[config.mk]
export PLATFORM = sky130hd
export DESIGN_NAME = sc_collision_scan
export DESIGN_NICKNAME = d
export VERILOG_FILES = /design/src/rtl/sc_collision_pkg.sv /design/src/rtl/cc_rowgates.sv /design/src/rtl/sc_collision_scan.sv
export SDC_FILE = /design/constraint.sdc
export NUM_CORES = 1
export LEC_CHECK = 0
export BUFFER_PORTS_ARGS = -buffer_cell sky130_fd_sc_hd__clkbuf_2
export CAP_MARGIN = 20
export CORE_MARGIN = 2
export CORE_UTILIZATION = 50
export CTS_BUF_LIST = sky130_fd_sc_hd__clkbuf_4 sky130_fd_sc_hd__clkbuf_8
export DETAILED_ROUTE_END_ITERATION = 6
export PLACE_DENSITY = 0.83
export SYNTH_ARGS = -nofsm -noshare
export SYNTH_HDL_FRONTEND = slang
export SYNTH_SLANG_ARGS = --single-unit
export TNS_END_PERCENT = 20
[constraint.sdc]
create_clock -name SC_COLLISION_SCAN_CLOCK_50 -period 3.4 [get_ports SC_COLLISION_SCAN_CLOCK_50]
set_input_delay 0.85 -clock SC_COLLISION_SCAN_CLOCK_50 [delete_from_list [all_inputs] [get_ports SC_COLLISION_SCAN_CLOCK_50]]
set_output_delay 0.85 -clock SC_COLLISION_SCAN_CLOCK_50 [all_outputs]
set_load 0.02 [all_outputs]
[src/rtl/sc_collision_pkg.sv]
// Shared definitions for the collision scanner: FSM encoding and default geometry.
package sc_collision_pkg;

    localparam int DEF_ROW_WIDTH = 8;
    localparam int DEF_NUM_ROWS  = 8;

    typedef enum logic [1:0] {
        ST_IDLE = 2'd0,
        ST_SCAN = 2'd1,
        ST_DONE = 2'd2
    } scan_state_e;

endpackage

[src/rtl/cc_rowgates.sv]
// Per-row combinational gates: overlap (AND) and merged image (OR) of point and background rows.
module cc_rowgates #(
    parameter int ROW_WIDTH = 8
) (
    input  logic [ROW_WIDTH-1:0] point_i,
    input  logic [ROW_WIDTH-1:0] back_i,
    output logic [ROW_WIDTH-1:0] and_o,
    output logic [ROW_WIDTH-1:0] or_o
);

    assign and_o = point_i & back_i;
    assign or_o  = point_i | back_i;

endmodule

[src/rtl/sc_collision_scan.sv]
// Walks all playfield rows, streams the merged image with valid/ready flow control
// and records sticky collision results (first colliding row, hit count).
module sc_collision_scan
    import sc_collision_pkg::*;
#(
    parameter  int ROW_WIDTH = DEF_ROW_WIDTH,
    parameter  int NUM_ROWS  = DEF_NUM_ROWS,
    localparam int IDX_W     = $clog2(NUM_ROWS)
) (
    input  logic                 SC_COLLISION_SCAN_CLOCK_50,
    input  logic                 SC_COLLISION_SCAN_RESET_InLow,
    input  logic                 Start_In,
    input  logic                 Clear_In,
    input  logic [ROW_WIDTH-1:0] Pointrow_In,
    input  logic [ROW_WIDTH-1:0] Backrow_In,
    input  logic                 Ready_In,
    output logic [IDX_W-1:0]     RowAddr_Out,
    output logic [ROW_WIDTH-1:0] Merge_Out,
    output logic [IDX_W-1:0]     MergeRow_Out,
    output logic                 MergeValid_Out,
    output logic                 Collision_Out,
    output logic [IDX_W-1:0]     CollisionRow_Out,
    output logic [IDX_W:0]       HitCount_Out,
    output logic                 Busy_Out,
    output logic                 Done_Out
);

    localparam logic [IDX_W-1:0] LAST_ROW = IDX_W'(NUM_ROWS - 1);
    localparam logic [IDX_W:0]   HIT_MAX  = (IDX_W + 1)'(NUM_ROWS);

    scan_state_e          state_q, state_d;
    logic [IDX_W-1:0]     row_q, row_d;
    logic [ROW_WIDTH-1:0] merge_q, merge_d;
    logic [IDX_W-1:0]     mrow_q, mrow_d;
    logic                 mvalid_q, mvalid_d;
    logic                 coll_q, coll_d;
    logic [IDX_W-1:0]     crow_q, crow_d;
    logic [IDX_W:0]       hit_q, hit_d;
    logic [ROW_WIDTH-1:0] row_and, row_or;
    logic                 capture, hit_row, done;

    cc_rowgates #(.ROW_WIDTH(ROW_WIDTH)) u_rowgates (
        .point_i (Pointrow_In),
        .back_i  (Backrow_In),
        .and_o   (row_and),
        .or_o    (row_or)
    );

    // A row is taken whenever the output slot is empty or being drained this cycle.
    assign capture = (state_q == ST_SCAN) && (!mvalid_q || Ready_In);
    assign hit_row = capture && (|row_and);

    always_comb begin
        // NOTE: every next-state signal gets its hold value first so no path leaves it unassigned (no latches).
        state_d  = state_q;
        row_d    = row_q;
        merge_d  = merge_q;
        mrow_d   = mrow_q;
        mvalid_d = mvalid_q;
        coll_d   = coll_q;
        crow_d   = crow_q;
        hit_d    = hit_q;
        done     = 1'b0;

        case (state_q)
            ST_IDLE: begin
                if (Start_In) begin
                    state_d = ST_SCAN;
                    row_d   = '0;
                    hit_d   = '0;
                    crow_d  = '0;
                end
            end
            ST_SCAN: begin
                if (capture) begin
                    if (row_q == LAST_ROW) state_d = ST_DONE;
                    else                   row_d   = row_q + 1'b1;
                end
            end
            ST_DONE: begin
                if (!mvalid_q || Ready_In) begin
                    done    = 1'b1;
                    state_d = ST_IDLE;
                    row_d   = '0;
                end
            end
            default: state_d = ST_IDLE;
        endcase

        if (capture) begin
            merge_d  = row_or;
            mrow_d   = row_q;
            mvalid_d = 1'b1;
        end else if (mvalid_q && Ready_In) begin
            mvalid_d = 1'b0;
        end

        if (Clear_In) begin
            coll_d = 1'b0;
            hit_d  = '0;
            crow_d = '0;
        end

        // Applied after the clear so a same-cycle collision survives it.
        if (hit_row) begin
            coll_d = 1'b1;
            if (hit_d == '0)     crow_d = row_q;
            if (hit_d != HIT_MAX) hit_d = hit_d + 1'b1;
        end
    end

    // NOTE: sequential state uses non-blocking assignments so all registers update together at the edge.
    always_ff @(posedge SC_COLLISION_SCAN_CLOCK_50 or negedge SC_COLLISION_SCAN_RESET_InLow) begin
        if (!SC_COLLISION_SCAN_RESET_InLow) begin
            state_q  <= ST_IDLE;
            row_q    <= '0;
            merge_q  <= '0;
            mrow_q   <= '0;
            mvalid_q <= 1'b0;
            coll_q   <= 1'b0;
            crow_q   <= '0;
            hit_q    <= '0;
        end else begin
            state_q  <= state_d;
            row_q    <= row_d;
            merge_q  <= merge_d;
            mrow_q   <= mrow_d;
            mvalid_q <= mvalid_d;
            coll_q   <= coll_d;
            crow_q   <= crow_d;
            hit_q    <= hit_d;
        end
    end

    assign RowAddr_Out      = row_q;
    assign Merge_Out        = merge_q;
    assign MergeRow_Out     = mrow_q;
    assign MergeValid_Out   = mvalid_q;
    assign Collision_Out    = coll_q;
    assign CollisionRow_Out = crow_q;
    assign HitCount_Out     = hit_q;
    assign Busy_Out         = (state_q != ST_IDLE);
    assign Done_Out         = done;

endmodule
==> out/qor.yml <==
clock_tree:
  path_clk_slew_ps: 130
  postCtsHoldBufs: 0
  insertion_delay_ps: 320
  cts_resized: 0
  clk_path_buf_depth: 2
  clock-root-buffer: "clkbuf_4"
  clock_sinks: 25
  htreeDepth: 1
  cts_buffers: 3
  tritoncts: "yes"
  postCtsSetupRepairBufs: 0
cells_and_area:
  multiInputGateArea_um2: 515
  final_common_cell: "clkbuf_2"
  num-nets-final: 184
  regArea_um2: 626
  fillers: 188
  postLayoutCoreUtil_pct: 65.6
  diodes: 0
  area_delta_synth_final_pct: 25.0
  fin_cells: 188
  drive_above_1_share_pct: 34.4
  mostFrequentLayoutCells: "45 x clkbuf_2, 25 x dfrtp_1, 23 x nor2_1, 10 x a21oi_1"
detailed_routing:
  drt_iter0_markers: 18
  wl_per_cell_um: 14.2
  routed_wl_um: 2670
  vias_per_cell: 5.77
  via_count: 1085
  drcViolationCount: 0
  dr.pass1.iters: 4
  antenna_left: 0
timing:
  min_period_over_period_pct: 68.2
  fin_ws_ps: 1080
  worstMarginPinSlew_ps: 759
  hold_violations: 0
  final-setup-viol-count: 0
  rsz0062_at_grt: "no"
  slew-limit-headroom_pct: 49.2
  drv_slew: 0
  clock-skew-final_ps: 6.65
  period_needed_ps: 2320
  fmax_mhz: 431
  fin_tns_setup_ps: 0
place:
  hpwl_um: 2050
  place_ws_ps: 1070
  port_buffers: 45
  place_congestion: 0.792
  place_inst: 184
synth:
  synth_top_area_share_pct: 53.9
  yosysUniqueCellTypes: 31
  syn_area_per_cell_um2: 10.4
  syn_nets: 135
  yosysTopAreaCell: "dfrtp_1"
  ys_top_cells_by_area: "dfrtp_1 54%, nor2_1 7.4%, a21oi_1 4.3%"
  ys_warn_count: 0
  ys_seq_elements: 25
  seq_area_frac_synth_pct: 53.9
  syn_area_um2: 1160
  syn_inst: 112
pwr:
  clock_power_share_pct: 11.2
  p_leak_nw: 0.701
  p_int_uw: 705
  pwr-share-seq_pct: 40.5
  swShare_pct: 44.5
  power.switching_uw: 565
  p_per_area_nw_per_um2: 875
  max-vdd-ir-drop_mv: 0.492
  pwr-share-comb_pct: 48.3
worst_hold_path:
  hold_class: "input port to asynchronous set/reset pin"
global_route:
  grt_start_max_net_pins: 26
  grt_antenna_before_repair: 0
  grt_pass1_vias: 1078
  grt_use_total_pct: 21.7
  grt_overflow: 0
  grt_pass1_wl_um: 4370
die:
  initial_core_util_pct: 52.4
  dieArea_um2: 2720
  ios: 46
  die_h_um: 52.2
  rows: 17
  core_um2: 2210
  die_w_um: 52.2
outcome:
  status: "finished clean"
worst_setup_path:
  reg2reg_depth: 4
  crit_chain: "clkbuf_2 > nand2b_1 > and2_1 > clkbuf_2"
  required_ps: 2550
  cpLargestDelayFamily: "simple AND/OR/NAND/NOR gates"
  worst-path-stages: 4
  crit_path_max_incr_delay_ps: 210
  cp_num_buf_inv: 2
  end_kind: "output port"
  crit_fanout: 4
  path_common_cell: "clkbuf_2"
  crit_slowest_cell: "nand2b_1"
  timing.critical_path.arrival_ps: 1470
  startpoint_type: "input port"
  path_class: "input port to output port"
run:
  drv_cap: 0
==> sequential cells by signal, summed over array words and instances (netlist names) <==
signal            cells
HitCount_Out          4
MergeValid_Out        1
Collision_Out         1
CollisionRow_Out      3
state_q               2
RowAddr_Out           3
Merge_Out             8
MergeRow_Out          3
==> layer usage <==
| metal | vias up | part of all wire [%] | global-route usage (%) |
|---|---|---|---|
| li1 | 504 | - | - |
| met1 | 530 | 41 | 24.3 |
| met2 | 44 | 51 | 39.0 |
| met3 | 7 | 5.6 | 3.45 |
| met4 | 0 | 2.2 | 11.5 |
| met5 | - | 0 | 0 |
==> path summary, 6_finish.rpt <==
kind	start	to	slack, ps
min in group SC_COLLISION_SCAN_CLOCK_50	MergeRow_Out[1]$_DFFE_PN0P_	MergeRow_Out[1]$_DFFE_PN0P_	510
hold reg to reg	MergeRow_Out[1]$_DFFE_PN0P_	MergeRow_Out[1]$_DFFE_PN0P_	510
setup / recovery	Ready_In	Done_Out	1080
max in group asynchronous	SC_COLLISION_SCAN_RESET_InLow	Merge_Out[3]$_DFFE_PN0P_	2490
setup reg to reg	state_q[1]$_DFFE_PN0P_	CollisionRow_Out[2]$_DFF_PN0_	1490
hold / removal	SC_COLLISION_SCAN_RESET_InLow	state_q[1]$_DFFE_PN0P_	510
==> synthesized netlist by cell type <==
library cell	number
and4_1	1
a22o_1	3
nor3b_1	1
nor2b_1	2
a31o_2	1
ha_1	2
a21oi_1	10
or2_2	1
nand2_1	4
and2_1	2
nand4_1	2
nand2b_4	1
a22oi_1	4
nor3_1	3
a211oi_1	1
a41o_1	1
a31oi_1	1
a311oi_1	2
clkbuf_1	2
or2_4	1
mux2_1	4
nor4_1	2
a32o_1	3
or4_1	1
nor2_1	23
nand3_1	1
nand2b_1	3
mux2_2	1
dfrtp_1	25
o21ai_1	1
inv_1	3
==> cell type report <==
type / instances / share of cell area [%]
Inverter: 3 / 0.777
Sequential cell: 25 / 43.1
Tap cell: 28 / 2.42
Timing Repair Buffer: 46 / 16.0
Clock buffer: 4 / 2.07
Multi-Input combinational cell: 82 / 35.5
==> power groups by stage <==
stage / combinational (mW) / clock [mW] / sequential [mW]
2_1_floorplan: 0.280 / 0 / 0.638
3_3_place_gp: 0.595 / 0 / 0.511
3_5_place_dp: 0.617 / 0 / 0.519
4_1_cts: 0.618 / 0.142 / 0.514
5_1_grt: 0.670 / 0.149 / 0.529
6_report: 0.613 / 0.143 / 0.514
==> cell families after synthesis <==
family	synth area share (%)
compound gates	16.5
fa+ha+maj	2.16
buf+inv	1.62
flops	53.9
mux	4.85
simple gates	20.9
==> through the flow <==
stage / power (mW) / hold slack [ps] / instance area [um2]
after detailed placement: 1.14 / 484 / 1420
final: 1.27 / 509 / 1450
after global routing: 1.35 / 532 / 1450
after global placement: 1.11 / 473 / 1420
after CTS: 1.27 / 514 / 1450
after floorplan: 0.918 / 480 / 1160
Note: power is estimated with default switching activity, not from simulation.
